==> src/rtl/mem_copy_pkg.sv <==
// configure: shared bus record types for the mem_copy block.
//   mem_in_type     - request towards a memory (valid, instr, addr, wdata, wstrb)
//   mem_out_type    - response from a memory (rdata, error, ready)
//   copy_state_type - mem_copy FSM states
//   copy_reg_type   - mem_copy working registers (word addresses, count, data)
package configure;

    typedef struct packed {
        logic        mem_valid;
        logic        mem_instr;
        logic [31:0] mem_addr;
        logic [31:0] mem_wdata;
        logic [3:0]  mem_wstrb;
    } mem_in_type;

    typedef struct packed {
        logic [31:0] mem_rdata;
        logic        mem_error;
        logic        mem_ready;
    } mem_out_type;

    typedef enum logic [1:0] {
        IDLE = 2'd0,
        RD   = 2'd1,
        WR   = 2'd2,
        DONE = 2'd3
    } copy_state_type;

    // Addresses are kept as word addresses so +1 wraps modulo 2^32 bytes.
    typedef struct packed {
        logic [29:0] src;
        logic [29:0] dst;
        logic [15:0] cnt;
        logic [31:0] data;
    } copy_reg_type;

    // Expand a word address into a byte address.
    function automatic logic [31:0] word_to_byte(input logic [29:0] w);
        return {w, 2'b00};
    endfunction

endpackage

==> src/rtl/mem_copy.sv <==
// mem_copy: copies 'count' 32-bit words from a source memory interface to a
// destination memory interface, one word at a time (read, then write).
// Ports:
//   clock, reset          - clock, synchronous active-high reset
//   start                 - one-cycle copy request, honoured only in IDLE
//   src_addr, dst_addr    - byte start addresses (bits [1:0] ignored)
//   count                 - number of words to copy
//   src_in / src_out      - source responder / request
//   dst_in / dst_out      - destination responder / request
//   busy, done, error     - status: busy in RD/WR/DONE, done pulse, sticky abort
module mem_copy
    import configure::*;
(
    input  logic        clock,
    input  logic        reset,
    input  logic        start,
    input  logic [31:0] src_addr,
    input  logic [31:0] dst_addr,
    input  logic [15:0] count,
    input  mem_out_type src_in,
    output mem_in_type  src_out,
    input  mem_out_type dst_in,
    output mem_in_type  dst_out,
    output logic        busy,
    output logic        done,
    output logic        error
);

    copy_state_type state_q, state_d;
    copy_reg_type   rec_q, rec_d;
    logic           err_q, err_d;
    // Request valid of the previous cycle; a ready only counts if the request
    // was already visible to the responder, so stale readies are dropped.
    logic           src_vprev_q;
    logic           dst_vprev_q;

    logic unused_inputs_s;
    assign unused_inputs_s = ^{dst_in.mem_rdata, src_addr[1:0], dst_addr[1:0]};

    // State, working record and handshake history registers.
    always_ff @(posedge clock) begin
        if (reset) begin
            state_q     <= IDLE;
            rec_q       <= '0;
            err_q       <= 1'b0;
            src_vprev_q <= 1'b0;
            dst_vprev_q <= 1'b0;
        end else begin
            state_q     <= state_d;
            rec_q       <= rec_d;
            err_q       <= err_d;
            src_vprev_q <= src_out.mem_valid;
            dst_vprev_q <= dst_out.mem_valid;
        end
    end

    // Next-state, record update and request decode.
    always_comb begin
        state_d = state_q;
        rec_d   = rec_q;
        err_d   = err_q;
        src_out = '0;
        dst_out = '0;
        case (state_q)
            IDLE: begin
                if (start) begin
                    rec_d.src = src_addr[31:2];
                    rec_d.dst = dst_addr[31:2];
                    rec_d.cnt = count;
                    err_d     = 1'b0;
                    state_d   = (count == 16'd0) ? DONE : RD;
                end else begin
                    state_d = IDLE;
                end
            end
            RD: begin
                src_out.mem_valid = 1'b1;
                src_out.mem_addr  = word_to_byte(rec_q.src);
                if (src_in.mem_ready && src_vprev_q) begin
                    if (src_in.mem_error) begin
                        err_d   = 1'b1;
                        state_d = DONE;
                    end else begin
                        rec_d.data = src_in.mem_rdata;
                        state_d    = WR;
                    end
                end else begin
                    state_d = RD;
                end
            end
            WR: begin
                dst_out.mem_valid = 1'b1;
                dst_out.mem_addr  = word_to_byte(rec_q.dst);
                dst_out.mem_wdata = rec_q.data;
                dst_out.mem_wstrb = 4'hF;
                if (dst_in.mem_ready && dst_vprev_q) begin
                    if (dst_in.mem_error) begin
                        err_d   = 1'b1;
                        state_d = DONE;
                    end else begin
                        rec_d.src = rec_q.src + 30'd1;
                        rec_d.dst = rec_q.dst + 30'd1;
                        rec_d.cnt = rec_q.cnt - 16'd1;
                        state_d   = (rec_q.cnt == 16'd1) ? DONE : RD;
                    end
                end else begin
                    state_d = WR;
                end
            end
            DONE: begin
                state_d = IDLE;
            end
            default: begin
                state_d = IDLE;
            end
        endcase
    end

    assign busy  = (state_q != IDLE);
    assign done  = (state_q == DONE);
    assign error = err_q;

endmodule

==> config.mk <==
export PLATFORM = sky130hd
export DESIGN_NAME = mem_copy
export DESIGN_NICKNAME = d
export VERILOG_FILES = /design/src/rtl/mem_copy_pkg.sv /design/src/rtl/mem_copy.sv
export SDC_FILE = /design/constraint.sdc
export NUM_CORES = 1
export LEC_CHECK = 0
export ABC_AREA = 1
export BUFFER_PORTS_ARGS = -buffer_cell sky130_fd_sc_hd__buf_4
export CAP_MARGIN = 20
export CORE_ASPECT_RATIO = 1.4
export CORE_MARGIN = 4
export CORE_UTILIZATION = 35
export CTS_CLUSTER_DIAMETER = 60
export DETAILED_ROUTE_END_ITERATION = 8
export GPL_ROUTABILITY_DRIVEN = 1
export PLACE_DENSITY = 0.71
export SLEW_MARGIN = 20
export SYNTH_ARGS = -nofsm -noshare
export SYNTH_HDL_FRONTEND = slang
export SYNTH_SLANG_ARGS = --single-unit
==> constraint.sdc <==
create_clock -name clock -period 5.3 [get_ports clock]
set_clock_uncertainty 0.1 [all_clocks]
set_input_delay 1.06 -clock clock [delete_from_list [all_inputs] [get_ports clock]]
set_output_delay 1.06 -clock clock [all_outputs]
set_load 0.02 [all_outputs]
* Word level (Yosys, flattened, before mapping)
Cells that the tools add are included.
** Operators by class
- Reduce and logical (&&, ||, !) cells :: 10
- Bitwise logic cells :: 1
- Add/subtract/negate cells :: 3
- Equal/unequal tests :: 10
- Muxes and demuxes :: 22
** Operators with widths (count)
- $mux 76 :: 3
- $pmux 76 s2 :: 1
- $mux 68 :: 1
- $add 30x1->30 const B :: 2
- $mux 32 :: 1
- $eq 16x1->1 const B :: 1
- $logic_not 16->1 :: 1
- $sub 16x1->16 const B :: 1
- $mux 2 :: 6
- $ne 2x2->1 const B :: 6
- $mux 1 :: 8
- $pmux 2 s4 :: 1
- $reduce_and 6->1 :: 1
- $eq 2x2->1 const B :: 2
- $reduce_and 4->1 :: 1
- $reduce_bool 2->1 :: 2
- $pmux 1 s3 :: 1
- $reduce_and 3->1 :: 1
- $reduce_bool 3->1 :: 1
- $eq 2x1->1 const B :: 1
- $logic_and 1x1->1 :: 2
- $logic_not 2->1 :: 1
- $not 1->1 :: 1
** Word-level totals
- Register bits :: 113
- Word-level logic and storage cells :: 54

* Logic depth before layout (Yosys ltp)
- Depth after elaboration :: 5
- Depth in mapped cells :: 13
- Mapped depth without buffers :: 13

* Worst setup path before layout
OpenSTA, ideal clock, no wires.
- Path type :: register to output
- Start :: register state_q[0]
- End :: output dst_out[40] (netlist name)
- Data required time :: 4140 ps
- Path slack :: 2400 ps
- Buffers on the path :: 4
- Arrival time :: 1740 ps
- Cell stages (with the launch flop) :: 9
- Cell sequence :: dfxtp_1 > inv_1 > ha_1 > buf_4 > buf_2 > buf_2 > buf_2 > nand2_1 > inv_1
** RTL lines
- from (decl) :: RTL line mem_copy.sv:29 : copy_state_type state_q, state_d;
- from (signal assigned) :: RTL line mem_copy.sv:49 : state_q <= state_d;
- to (decl) :: RTL line mem_copy.sv:23 : output mem_in_type dst_out,

==> flow_summary_export.csv <==
group,metric,value,unit
run_status,status,"complete, no violations",
synth,yosysMostFrequentCell,"nand2_1",
timing,report.final.slew_viol_count,0,
synth,synth_top_area_share,28.6,%
cts,clkSinkCount,113,
floorplan,core,22000,um2
floorplan,ios,294,
final_layout,final.fill_count,2328,
synth,netlist-cell-type-count,48,
worst_setup_path,crit_type,"register to output pin",
timing,worst_slew_margin_rel,31.5,%
final_layout,layout-drive-gt1-share,18.0,%
final_layout,final_util,45.6,%
cts,clock_latency,0.41,ns
worst_setup_path,r2r_slack,2.06,ns
synth,yosys_warnings,0,
cts,cts_hold_buf,0,
worst_setup_path,crit_required,4.14,ns
synth,ys_seq_area_share,28.6,%
detailed_routing,first_iter_violations,584,
placed_design,gp_congestion,0.927,
final_layout,final_area,10000,um2
synth,synth_area_leader_cell,"dfxtp_1",
pwr,comb_power_share,16.7,%
worst_setup_path,rr_endpoint,"rec_q[81]$_SDFFE_PP0P_",
timing,finalSetupViolations,0,
worst_setup_path,r2r-start,"state_q[0]$_SDFF_PP0_",
pwr,netSwitchingFraction,31.7,%
synth,avgSynthCellArea,5.81,um2
worst_setup_path,start_kind,"register",
timing,period_share,61.8,%
cts,clock_path_buffers,2,
floorplan,fp.dieW,135,um
synth,ys_top_cells_by_area,"dfxtp_1 (29%), nand2_1 (18%), nor2_1 (12%), inv_1 (7.6%), o21ai_0 (6.8%)",
final_layout,syn2layout_area_growth,26.8,%
timing,whs,0.384,ns
cts,clockRootBuffer,"clkbuf_16",
worst_setup_path,crit_path_end_kind,"output pin",
synth,synth-edff-count,0,
run,cap_viol_max_count,0,
placed_design,placed_area,9460,um2
grt,grt.total_usage,19.5,%
synth,syn-cell-area,7910,um2
cts,h-tree-depth,4,
pwr,p_leak,5.18,nW
floorplan,die-area,25100,um2
floorplan,die_y,186,um
pwr,switchingPower,805,uW
hold_path,min_path_type,"register to register",
floorplan,initial_core_util,35.9,%
placed_design,dpl.hpwl,18100,um
detailed_routing,routedWlPerCell,13.6,um
cts,cts_tree,"built",
final_layout,diodes,0,
detailed_routing,num_vias,8961,
synth,synth_common_cells,"nand2_1 (385), nor2_1 (245), inv_1 (160)",
pwr,seqPwrFrac,38.9,%
synth,synth.ff_latch_count,113,
timing,fmax,0.305,GHz
cts,cts_resized,0,
timing,rsz0062_at_grt,"no",
grt,grt_overflow,0,
detailed_routing,ant_nets,0,
grt,grt_max_degree,84,
detailed_routing,vias_per_cell,4.86,
placed_design,place_ws,2.04,ns
pwr,clkPwrFrac,44.4,%
grt,grt_pass1_vias,8436,
cts,path_clk_slew,0.06,ns
final_layout,nets,1694,
placed_design,port_buffers,215,
synth,synthArstFlopShare,0,%
pwr,p_per_area,253,nW/um2
hold_path,holdPathStages,2,
cts,cts_buffers,17,
grt,grt_first_pass_wirelength,40400,um
timing,finalHoldViolations,0,
cts,postCtsSetupRepairBufs,0,
worst_setup_path,path_max_fanout,83,
timing,setup_ws,2.03,ns
hold_path,hold_start,"rec_q[47]$_SDFFE_PP0P_",
worst_setup_path,arrival,2.11,ns
synth,syn_inst,1363,
pwr,vdd_ir_drop_max,0.200,mV
grt,antenna_found_initial,1,
detailed_routing,dr.pass1.iters,5,
timing,min_period,3.27,ns
timing,worst_pin_slew,1.03,ns
hold_path,hold_end,"rec_q[47]$_SDFFE_PP0P_",
detailed_routing,wl,25100,um
floorplan,core.rowCount,64,
timing,fin_tns_setup,0,ns
worst_setup_path,reg2reg_depth,9,
synth,yosys_most_used_dff,"dfxtp_1",
pwr,p_int,1.74,mW
detailed_routing,drc,0,
-- state kept, by name (all words and copies together) (netlist names) --
register and flops:
error 1, src_vprev_q 1, state_q 2, rec_q 108
dst_vprev_q 1
-- layer usage --
metal	routed length [um]	part of all wire (%)	vias up	track usage [%]
li1	-	-	4537	-
met2	12600	50	342	35.2
met1	9770	39	4025	22.1
met4	905	3.6	2	8.35
met5	20	0.080	-	0
met3	1820	7.2	55	4.25
-- layout make-up --
cell class                 instances  area (um2)  share of cell area, %
clock buffer                      17         425                   4.24
clock inverter                    15         151                   1.51
inverter                         165         619                   6.17
multi-input combinational       1016        4520                   45.1
sequential                       113        2260                   22.5
tap                              297         372                   3.70
timing repair buffer             222        1680                   16.7
-- kinds of logic (layout without fill, tap and decap cells) --
kind of cell / count (synthesis) / count (layout) / share of synthesized area, %
fa+ha+maj: 8 / 8 / 1.26
compound gates: 212 / 212 / 14.4
other cells: 1 / 42 / 0.0474
flops: 113 / 113 / 28.6
xor+xnor: 1 / 1 / 0.111
simple gates: 753 / 753 / 39.3
buf+inv: 275 / 419 / 16.4
-- per-stage QoR --
step | std cells | power (mW)
final | 1845 | 2.54
after global routing | 1845 | 2.66
after CTS | 1845 | 2.55
after detailed placement | 1813 | 1.43
after global placement | 1812 | 1.42
after floorplan | 1404 | 1.29
-- power groups by stage --
stage               Clock (mW)  Combinational (mW)  Sequential (mW)
floorplan                    0               0.311            0.981
global placement             0               0.415             1.00
detailed placement           0               0.423             1.00
CTS                       1.14               0.424            0.986
global route              1.18               0.483            0.998
finish                    1.13               0.424            0.988
-- worst max path at each step --
stage                                         to  slack [ns]  cells after the start                   from
after floorplan                      dst_out[40]        2.40                      8  state_q[0]$_SDFF_PP0_
after global placement    rec_q[81]$_SDFFE_PP0P_        2.10                      9  state_q[0]$_SDFF_PP0_
after detailed placement  rec_q[81]$_SDFFE_PP0P_        2.04                      9  state_q[0]$_SDFF_PP0_
after CTS                            dst_out[47]        2.01                      5  state_q[0]$_SDFF_PP0_
after global routing      rec_q[81]$_SDFFE_PP0P_        1.72                      9  state_q[0]$_SDFF_PP0_
final                                dst_out[41]        2.03                      5  state_q[0]$_SDFF_PP0_
-- layout by cell type (no fill, tap or decap), drive strengths merged, types with 3 or more instances in the layout --
master    count
nand3b        3
nor2        256
clkinv        3
a21oi        59
a211oi        3
dfxtp       113
clkinvlp      5
nor4          4
inv         171
nand3        63
nor3         13
o211ai        3
nand2       388
ha            8
clkbuf       17
nand4        16
conb         42
or2           7
o21ai       118
buf         222
a31oi        15
-- worst max-delay path, cell delays in order (launching register included) --
cell	delay (ns)
dfxtp_1	0.33
inv_1	0.12
ha_4	0.76
nand2_1	0.17
inv_1	0.13
buf_4	0.15
No activity file was read; power rests on OpenSTA's default activity.
